### config.mk
export PLATFORM = sky130hd
export DESIGN_NAME = decode_stage_flat
export DESIGN_NICKNAME = d
export VERILOG_FILES = /design/src/rtl/decode_pkg.sv /design/src/rtl/decode_if.sv /design/src/rtl/imm_gen.sv /design/src/rtl/decode_stage.sv /design/src/flat_wrapper.sv
export SDC_FILE = /design/constraint.sdc
export NUM_CORES = 1
export LEC_CHECK = 0
export BUFFER_PORTS_ARGS = -buffer_cell sky130_fd_sc_hd__clkbuf_2
export CAP_MARGIN = 20
export CORE_MARGIN = 2
export CORE_UTILIZATION = 45
export DETAILED_ROUTE_END_ITERATION = 10
export PLACE_DENSITY = 0.87
export SLEW_MARGIN = 10
export SYNTH_ARGS = -nofsm -noshare
export SYNTH_HDL_FRONTEND = slang
export SYNTH_SLANG_ARGS = --single-unit
### constraint.sdc
create_clock -name clk -period 4.5 [get_ports clk]
set_clock_uncertainty 0.05 [all_clocks]
set_input_delay 0.9 -clock clk [delete_from_list [all_inputs] [get_ports clk]]
set_output_delay 0.9 -clock clk [all_outputs]
set_load 0.05 [all_outputs]
### src/rtl/decode_pkg.sv
// rtl/decode_pkg.sv - shared opcode, immediate-type and legality constants for the decode stage
package decode_pkg;

    localparam logic [6:0] OPC_LUI    = 7'b0110111;
    localparam logic [6:0] OPC_AUIPC  = 7'b0010111;
    localparam logic [6:0] OPC_JAL    = 7'b1101111;
    localparam logic [6:0] OPC_JALR   = 7'b1100111;
    localparam logic [6:0] OPC_BRANCH = 7'b1100011;
    localparam logic [6:0] OPC_LOAD   = 7'b0000011;
    localparam logic [6:0] OPC_STORE  = 7'b0100011;
    localparam logic [6:0] OPC_OP_IMM = 7'b0010011;
    localparam logic [6:0] OPC_OP     = 7'b0110011;
    localparam logic [6:0] OPC_SYSTEM = 7'b1110011;

    typedef enum logic [2:0] {
        IMM_NONE = 3'd0,
        IMM_I    = 3'd1,
        IMM_S    = 3'd2,
        IMM_B    = 3'd3,
        IMM_U    = 3'd4,
        IMM_J    = 3'd5
    } imm_type_e;

    localparam logic [6:0] F7_BASE = 7'b0000000;
    localparam logic [6:0] F7_ALT  = 7'b0100000;

    localparam logic [2:0] F3_ADD_SUB = 3'b000;
    localparam logic [2:0] F3_SLL     = 3'b001;
    localparam logic [2:0] F3_SR      = 3'b101;
    localparam logic [2:0] F3_JALR    = 3'b000;
    localparam logic [2:0] F3_BR_BAD0 = 3'b010;
    localparam logic [2:0] F3_BR_BAD1 = 3'b011;
    localparam logic [2:0] F3_LD_BAD0 = 3'b011;
    localparam logic [2:0] F3_LD_BAD1 = 3'b110;
    localparam logic [2:0] F3_LD_BAD2 = 3'b111;
    localparam logic [2:0] F3_ST_MIN_BAD = 3'b011;

endpackage

### src/rtl/decode_if.sv
// rtl/decode_if.sv - fetch-side and execute-side handshake bundle of the decode stage
// master: fetch/execute environment (drives in_*, out_ready); slave: decode_stage.
interface decode_if #(
    parameter int XLEN = 32
);
    logic            in_valid;
    logic            in_ready;
    logic [31:0]     in_instr;
    logic [XLEN-1:0] in_pc;

    logic            out_valid;
    logic            out_ready;
    logic [6:0]      out_opcode;
    logic [2:0]      out_func3;
    logic [6:0]      out_func7;
    logic [4:0]      out_rs1_addr;
    logic [4:0]      out_rs2_addr;
    logic [4:0]      out_rd_addr;
    logic [XLEN-1:0] out_imm;
    logic [2:0]      out_imm_type;
    logic            out_illegal;
    logic [XLEN-1:0] out_pc;

    modport master (
        output in_valid, in_instr, in_pc, out_ready,
        input  in_ready, out_valid, out_opcode, out_func3, out_func7,
               out_rs1_addr, out_rs2_addr, out_rd_addr, out_imm,
               out_imm_type, out_illegal, out_pc
    );

    modport slave (
        input  in_valid, in_instr, in_pc, out_ready,
        output in_ready, out_valid, out_opcode, out_func3, out_func7,
               out_rs1_addr, out_rs2_addr, out_rd_addr, out_imm,
               out_imm_type, out_illegal, out_pc
    );
endinterface

### src/rtl/imm_gen.sv
// rtl/imm_gen.sv - combinational RV32I immediate extraction with sign extension to XLEN
// Ports: instr (raw word) -> imm (XLEN, sign-extended), imm_type (encoding of format).
module imm_gen
    import decode_pkg::*;
#(
    parameter int XLEN = 32
) (
    input  logic [31:0]     instr,
    output logic [XLEN-1:0] imm,
    output imm_type_e       imm_type
);
    logic [31:0] imm32;

    always_comb begin
        imm32    = '0;
        imm_type = IMM_NONE;
        case (instr[6:0])
            OPC_OP_IMM, OPC_LOAD, OPC_JALR, OPC_SYSTEM: begin
                imm32    = {{20{instr[31]}}, instr[31:20]};
                imm_type = IMM_I;
            end
            OPC_STORE: begin
                imm32    = {{20{instr[31]}}, instr[31:25], instr[11:7]};
                imm_type = IMM_S;
            end
            OPC_BRANCH: begin
                imm32    = {{20{instr[31]}}, instr[7], instr[30:25], instr[11:8], 1'b0};
                imm_type = IMM_B;
            end
            OPC_LUI, OPC_AUIPC: begin
                imm32    = {instr[31:12], 12'b0};
                imm_type = IMM_U;
            end
            OPC_JAL: begin
                imm32    = {{12{instr[31]}}, instr[19:12], instr[20], instr[30:21], 1'b0};
                imm_type = IMM_J;
            end
            default: begin
                imm32    = '0;
                imm_type = IMM_NONE;
            end
        endcase
    end

    // Every format carries its sign in bit 31, so a single signed widening covers
    // XLEN=64 for all types, U included.
    assign imm = XLEN'($signed(imm32));

endmodule

### src/rtl/decode_stage.sv
// rtl/decode_stage.sv - single-register RV32I decode stage with legality check and retire counter
// Ports: clk, rst (async, active-high), flush, bus (decode_if.slave: in_* from fetch,
// out_* to execute), decode_count (bundles handed to execute, wraps).
module decode_stage
    import decode_pkg::*;
#(
    parameter int XLEN          = 32,
    parameter bit ENABLE_SYSTEM = 1'b1,
    parameter int CNT_W         = 32
) (
    input  logic             clk,
    input  logic             rst,
    input  logic             flush,
    decode_if.slave          bus,
    output logic [CNT_W-1:0] decode_count
);
    logic            valid_q;
    logic [31:0]     instr_q;
    logic [XLEN-1:0] imm_q;
    logic [XLEN-1:0] pc_q;
    imm_type_e       imm_type_q;
    logic            illegal_q;

    logic [XLEN-1:0] imm_d;
    imm_type_e       imm_type_d;
    logic            illegal_d;
    logic            in_xfer;
    logic            out_xfer;

    logic [6:0] opc;
    logic [2:0] f3;
    logic [6:0] f7;

    assign opc = bus.in_instr[6:0];
    assign f3  = bus.in_instr[14:12];
    assign f7  = bus.in_instr[31:25];

    imm_gen #(.XLEN(XLEN)) u_imm_gen (
        .instr    (bus.in_instr),
        .imm      (imm_d),
        .imm_type (imm_type_d)
    );

    always_comb begin
        illegal_d = 1'b0;
        case (opc)
            OPC_LUI, OPC_AUIPC, OPC_JAL: illegal_d = 1'b0;
            OPC_JALR:   illegal_d = (f3 != F3_JALR);
            OPC_BRANCH: illegal_d = (f3 == F3_BR_BAD0) || (f3 == F3_BR_BAD1);
            OPC_LOAD:   illegal_d = (f3 == F3_LD_BAD0) || (f3 == F3_LD_BAD1) || (f3 == F3_LD_BAD2);
            OPC_STORE:  illegal_d = (f3 >= F3_ST_MIN_BAD);
            OPC_OP_IMM: begin
                // Only the shift-immediates carry a func7 field; other OP-IMM
                // encodings use those bits as immediate.
                if (f3 == F3_SLL)
                    illegal_d = (f7 != F7_BASE);
                else if (f3 == F3_SR)
                    illegal_d = (f7 != F7_BASE) && (f7 != F7_ALT);
            end
            OPC_OP: begin
                illegal_d = !((f7 == F7_BASE) ||
                              ((f7 == F7_ALT) && ((f3 == F3_ADD_SUB) || (f3 == F3_SR))));
            end
            OPC_SYSTEM: illegal_d = !ENABLE_SYSTEM;
            default:    illegal_d = 1'b1;
        endcase
    end

    assign bus.in_ready  = (!valid_q || bus.out_ready) && !flush;
    assign bus.out_valid = valid_q && !flush;
    assign in_xfer       = bus.in_valid && bus.in_ready;
    assign out_xfer      = bus.out_valid && bus.out_ready;

    always_ff @(posedge clk or posedge rst) begin
        if (rst) begin
            valid_q      <= 1'b0;
            instr_q      <= '0;
            imm_q        <= '0;
            pc_q         <= '0;
            imm_type_q   <= IMM_NONE;
            illegal_q    <= 1'b0;
            decode_count <= '0;
        end else begin
            if (flush)
                valid_q <= 1'b0;
            else if (in_xfer)
                valid_q <= 1'b1;
            else if (out_xfer)
                valid_q <= 1'b0;

            if (in_xfer) begin
                instr_q    <= bus.in_instr;
                imm_q      <= imm_d;
                pc_q       <= bus.in_pc;
                imm_type_q <= imm_type_d;
                illegal_q  <= illegal_d;
            end

            if (out_xfer)
                decode_count <= decode_count + CNT_W'(1);
        end
    end

    assign bus.out_opcode   = instr_q[6:0];
    assign bus.out_rd_addr  = instr_q[11:7];
    assign bus.out_func3    = instr_q[14:12];
    assign bus.out_rs1_addr = instr_q[19:15];
    assign bus.out_rs2_addr = instr_q[24:20];
    assign bus.out_func7    = instr_q[31:25];
    assign bus.out_imm      = imm_q;
    assign bus.out_imm_type = imm_type_q;
    assign bus.out_illegal  = illegal_q;
    assign bus.out_pc       = pc_q;

endmodule

### src/flat_wrapper.sv
// flat-port wrapper written by rule: the top's interface ports become plain ports
module decode_stage_flat import decode_pkg::*;
#(
    parameter int XLEN          = 32,
    parameter bit ENABLE_SYSTEM = 1'b1,
    parameter int CNT_W         = 32
)
  (clk, rst, flush, decode_count, bus_in_valid, bus_in_instr, bus_in_pc, bus_out_ready, bus_in_ready, bus_out_valid, bus_out_opcode, bus_out_func3, bus_out_func7, bus_out_rs1_addr, bus_out_rs2_addr, bus_out_rd_addr, bus_out_imm, bus_out_imm_type, bus_out_illegal, bus_out_pc);
  decode_if #(.XLEN(XLEN)) bus_i ();
  input  logic clk;
  input  logic rst;
  input  logic flush;
  output logic [CNT_W-1:0] decode_count;
  input wire logic [$bits(bus_i.in_valid)-1:0] bus_in_valid;
  input wire logic [$bits(bus_i.in_instr)-1:0] bus_in_instr;
  input wire logic [$bits(bus_i.in_pc)-1:0] bus_in_pc;
  input wire logic [$bits(bus_i.out_ready)-1:0] bus_out_ready;
  output wire logic [$bits(bus_i.in_ready)-1:0] bus_in_ready;
  output wire logic [$bits(bus_i.out_valid)-1:0] bus_out_valid;
  output wire logic [$bits(bus_i.out_opcode)-1:0] bus_out_opcode;
  output wire logic [$bits(bus_i.out_func3)-1:0] bus_out_func3;
  output wire logic [$bits(bus_i.out_func7)-1:0] bus_out_func7;
  output wire logic [$bits(bus_i.out_rs1_addr)-1:0] bus_out_rs1_addr;
  output wire logic [$bits(bus_i.out_rs2_addr)-1:0] bus_out_rs2_addr;
  output wire logic [$bits(bus_i.out_rd_addr)-1:0] bus_out_rd_addr;
  output wire logic [$bits(bus_i.out_imm)-1:0] bus_out_imm;
  output wire logic [$bits(bus_i.out_imm_type)-1:0] bus_out_imm_type;
  output wire logic [$bits(bus_i.out_illegal)-1:0] bus_out_illegal;
  output wire logic [$bits(bus_i.out_pc)-1:0] bus_out_pc;
  assign bus_i.in_valid = bus_in_valid;
  assign bus_i.in_instr = bus_in_instr;
  assign bus_i.in_pc = bus_in_pc;
  assign bus_i.out_ready = bus_out_ready;
  assign bus_in_ready = bus_i.in_ready;
  assign bus_out_valid = bus_i.out_valid;
  assign bus_out_opcode = bus_i.out_opcode;
  assign bus_out_func3 = bus_i.out_func3;
  assign bus_out_func7 = bus_i.out_func7;
  assign bus_out_rs1_addr = bus_i.out_rs1_addr;
  assign bus_out_rs2_addr = bus_i.out_rs2_addr;
  assign bus_out_rd_addr = bus_i.out_rd_addr;
  assign bus_out_imm = bus_i.out_imm;
  assign bus_out_imm_type = bus_i.out_imm_type;
  assign bus_out_illegal = bus_i.out_illegal;
  assign bus_out_pc = bus_i.out_pc;
  decode_stage #(.XLEN(XLEN), .ENABLE_SYSTEM(ENABLE_SYSTEM), .CNT_W(CNT_W)) u_core (.clk(clk), .rst(rst), .flush(flush), .bus(bus_i), .decode_count(decode_count));
endmodule
After elaboration in Yosys (flattened, before gate mapping)
Cells that the tools add are included.
{"block": "totals", "reg_bits": 133, "input_bits": 69, "out_inout_bits": 134, "elab_cells": 58}
{"block": "op_classes", "addsub": 1, "order_cmp": 1, "eq_ne": 18, "muxes": 8, "n_reduce_logical": 23}
{"cell": "one-hot mux 32 bit (5 select lines)", "count": 1}
{"cell": "adder 32 x 1 -> 32 bit, second input constant", "count": 1}
{"cell": "== test 7 x 6 -> 1 bit, second input constant", "count": 4}
{"cell": "== test 7 bit, second input constant", "count": 4}
{"cell": "one-hot mux 3 bit (5 select lines)", "count": 1}
{"cell": "== test 7 x 5 -> 1 bit, second input constant", "count": 2}
{"cell": "== test 3 bit, second input constant", "count": 3}
{"cell": "OR reduction 4 bit", "count": 2}
{"cell": "== test 7 x 2 -> 1 bit, second input constant", "count": 1}
{"cell": "zero test 7 bit", "count": 1}
{"cell": "!= test 7 x 6 -> 1 bit, second input constant", "count": 1}
{"cell": "one-hot mux 1 bit (7 select lines)", "count": 1}
{"cell": "nonzero test 7 bit", "count": 1}
{"cell": "== test 3 x 2 -> 1 bit, second input constant", "count": 2}
{"cell": "logical AND 1 bit", "count": 6}
{"cell": "logical OR 1 bit", "count": 6}
{"cell": "nonzero test 3 bit", "count": 2}
{"cell": "two-way mux 1 bit", "count": 5}
{"cell": "== test 3 x 1 -> 1 bit, second input constant", "count": 1}
{"cell": ">= comparator 3 x 2 -> 1 bit, second input constant", "count": 1}
{"cell": "zero test 1 bit", "count": 3}
{"cell": "zero test 3 bit", "count": 1}
{"cell": "OR reduction 2 bit", "count": 1}

Logic depth before layout (Yosys ltp)
{"block": "logic_depth", "ltp_word": 6, "depth_mapped": 7, "mapped_depth_nobuf": 6}

Cells and area by module
From an unflattened synthesis, not the netlist that was laid out.
{"block": "unflattened", "hier_cells": 485, "hier_area_um2": 6070.8}
{"module": "decode_stage", "n_inst": 1, "cells_per_inst": 378, "area_per_inst_um2": 5392.7, "seq_area_each_um2": 3328.2}
{"module": "imm_gen", "n_inst": 1, "cells_per_inst": 107, "area_per_inst_um2": 678.2, "seq_area_each_um2": 0.0}

Worst setup path after synthesis
OpenSTA, ideal clock, no wires.
{"block": "synth_path", "path_kind": "input-to-output", "start": "input bus_out_ready", "end": "output bus_in_ready", "t_arrival_ns": 1.624, "t_required_ns": 3.550, "slack_ns": 1.926, "cell_stages": 2, "n_path_buf": 0, "cell_sequence": "nor2b_1 nor2_1"}
{"block": "synth_via", "elab_chain_cells": 2}
{"element": "start, declared", "line": "flat_wrapper.sv:17", "text": "input wire logic [$bits(bus_i.out_ready)-1:0] bus_out_ready;"}
{"element": "logical OR 1 bit", "line": "decode_stage.sv:69", "text": "assign bus.in_ready = (!valid_q || bus.out_ready) && !flush;"}
{"element": "logical AND 1 bit", "line": "decode_stage.sv:69"}
{"element": "end, declared", "line": "flat_wrapper.sv:18", "text": "output wire logic [$bits(bus_i.in_ready)-1:0] bus_in_ready;"}
No other way between the ends.

Worst setup path after layout
Ends and elaborated chain as after synthesis.

==> impl_results.md <==
- Leading cell type in the layout, fill and taps excluded: nand2_1
- Most frequent cells in the layout: nand2_1 (232), clkbuf_2 (202), dfrtp_1 (133)
- Crit-path leading delay family: buffers and inverters
- Min cycle time layout: 2.61 ns
- CTS tree: yes
- Max cap viols: 0
- Final core utilization: 0.598
- Max Clock Freq: 384 MHz
- Design area: 7480 um2
- Max VDD drop: 0.258 mV
- Global-route usage over all layers: 0.221
- Initial antenna violation count: 0
- Worst path bufs/invs: 2
- P_leak: 3.94 nW
- Clock transition at path regs: ~0.060 ns
- Final hold viol count: 0
- Setup CP Type: in -> out
- Die H: approximately 120 um
- DR vias: 4992
- CP Capture Type: output pin
- DR vias/cell: 5.06
- Initial DRC Count: 375
- Placer congestion estimate: 0.809
- CP Max Fanout: 3
- Clock Tree Buf Depth: 2
- Die width: 117 um
- # nets final: 871
- Share of post-route cells with drive strength above 1: 0.310
- Crit path cell chain: clkbuf_2 -> nor2b_1 -> nor2_1 -> clkbuf_2
- CP Launch Type: input pin
- Total CTS buffers: 17
- Fin Setup TNS: 0 ns
- Wire per inst: 15.1 um
- Largest net degree at the start of global routing: 90
- Site Rows: 41
- Die Area: between 10000 and 15000 um2
- Synthesized area per cell: 9.40 um2
- CTS H-Tree Depth: 4
- P&R area growth vs syn: 31.0%
- # setup viols final: 0
- Non-Filler Instances: a little under 1000
- First-pass GRT wire length: 23100 um
- Post-synth EDFFs: 0
- Post-Syn Instances: 607
- Final WL: 14900 um
- Clk sinks: 133
- Slowest stage delay, CP: 0.34 ns
- FILL cells: between 1000 and 1500
- Seq/Total Area, Yosys: 0.583
- Worst path arrival time: 1.66 ns
- Number of diodes: 0
- Port Buffers: between 200 and 250
- Mapped cell area: ~5700 um2
- Crit-path slowest cell: clkbuf_2
- Worst-Margin Slew: 0.985 ns
- I/O pin cnt: 203
- DRC violations left: 0
- Synth Flop Type: dfrtp_1
- Yosys warning count: 0
- Post-route clock period utilization: 0.579
- Root Buffer: clkbuf_16
- PD cells: 502 nW/um2
- DR pass1 iterations: 4
- Starting density of the core: 0.456
- Mapped Nets: ~680
- DP Cell Count: 954
- Max-slew violations: 0
- HPWL Detailed: 10200 um
- Core area: 12500 um2
- Asr flop ratio synth: 1.00
- Hold Crit Class: reg -> reg
- Clk_lat worst skew: roughly 0.40 ns
- Slew margin rel.: 0.344
- Yosys cell types: 47
- Cts repair resizes: 0
- RSZ-0062 raised after global routing: no
- Post-CTS Hold Buffers: 0
- ANT nets after route: 0
- Critical Path Most Common Cell: clkbuf_2
- # Post-CTS Setup Buffers: 0
- Status: finished, final reports clean
- Required time worst endpoint: 3.55 ns
- Post-DP Area: between 6000 and 7000 um2
- Flops & latches, synth: 133
- Global route overflow: 0
- Vias in the first global route: 4625
state kept, by name, indices dropped and copies added, names as in the netlist:
signal,flops
u_core.bus.out_illegal,1
u_core.bus.out_pc,32
u_core.valid_q,1
u_core.bus.out_imm_type,3
u_core.bus.out_imm,32
u_core.instr_q,32
u_core.decode_count,32
power breakdown:
| group | leakage [nW] | internal (W) | total [W] | switching (W) |
|---|---|---|---|---|
| Clock | 0.297 | 0.000910 | 0.00146 | 0.000550 |
| Combinational | 1.94 | 0.000188 | 0.000881 | 0.000694 |
| Sequential | 1.71 | 0.00133 | 0.00141 | 0.0000864 |
cell usage after synthesis (3+ instances only):
cell type	n	area share
nand2_1	233	0.15
dfrtp_1	133	0.58
nor2_1	38	0.025
xnor2_1	25	0.038
a21oi_1	19	0.017
clkbuf_1	15	0.0099
a22o_1	14	0.021
o21ai_0	14	0.012
nand3_1	13	0.011
a31oi_1	10	0.011
buf_2	10	0.0088
nand4_1	9	0.0099
nor2b_1	7	0.0077
xor2_1	7	0.011
and3_1	6	0.0066
buf_1	4	0.0026
inv_1	4	0.0026
nor3_1	4	0.0035
nor3b_1	3	0.0039
cell type report:
class / instances / area [um2] / share of cell area
repair buffers: 205 / 1050 / 0.140
clock buffers: 19 / 453 / 0.0606
multi-input cells: 440 / 2250 / 0.301
flip-flops and latches: 133 / 3330 / 0.445
well taps: 172 / 215 / 0.0288
clock inverters: 13 / 170 / 0.0228
inverters: 4 / 18.8 / 0.00251
worst register-to-register path, cell delays in order, from the launching register on:
cell,delay [ns]
dfrtp_1,0.37
nand3b_1,0.21
nor2_1,0.78
nand2_1,0.21
nor3_1,0.29
xor2_1,0.17
routing by layer:
layer  wire (um)  track usage
met1        6520        0.297
met2        7180        0.354
met3        1060       0.0638
met4         114       0.0612
met5           0            0
stage by stage:
stage / worst slack, ns / hold WS (ns) / power (W)
floorplan: 1.90 / 0.605 / 0.00207
global placement: 1.74 / 0.406 / 0.00230
detailed placement: 1.65 / 0.411 / 0.00232
CTS: 1.88 / 0.425 / 0.00379
global route: 1.83 / 0.445 / 0.00391
finish: 1.89 / 0.423 / 0.00375
cells by family after synthesis:
logic type / Yosys count / share of synthesized area
AOI/OAI and AO/OA: 72 / 0.0824
xor gates and xnor gates: 32 / 0.0491
adders and majority gates: 1 / 0.00219
buffers and inverters: 34 / 0.0252
DFF: 133 / 0.583
muxes: 1 / 0.00197
and+or+nand+nor: 334 / 0.256
final timing paths:
check	from	end	slack (ns)	depth (start not counted)
min in group asynchronous	rst	u_core.decode_count[16]$_DFFE_PP0P_	0.65	3
setup reg to reg	u_core.valid_q$_DFFE_PP0P_	u_core.decode_count[21]$_DFFE_PP0P_	2.34	5
hold / removal	u_core.bus.out_pc[18]$_DFFE_PP0P_	u_core.bus.out_pc[18]$_DFFE_PP0P_	0.42	2
max in group asynchronous	rst	u_core.instr_q[31]$_DFFE_PP0P_	2.98	3
hold reg to reg	u_core.bus.out_pc[18]$_DFFE_PP0P_	u_core.bus.out_pc[18]$_DFFE_PP0P_	0.42	2
setup / recovery	bus_out_ready	bus_in_ready	1.89	4
(Power assumes the default switching activity.)
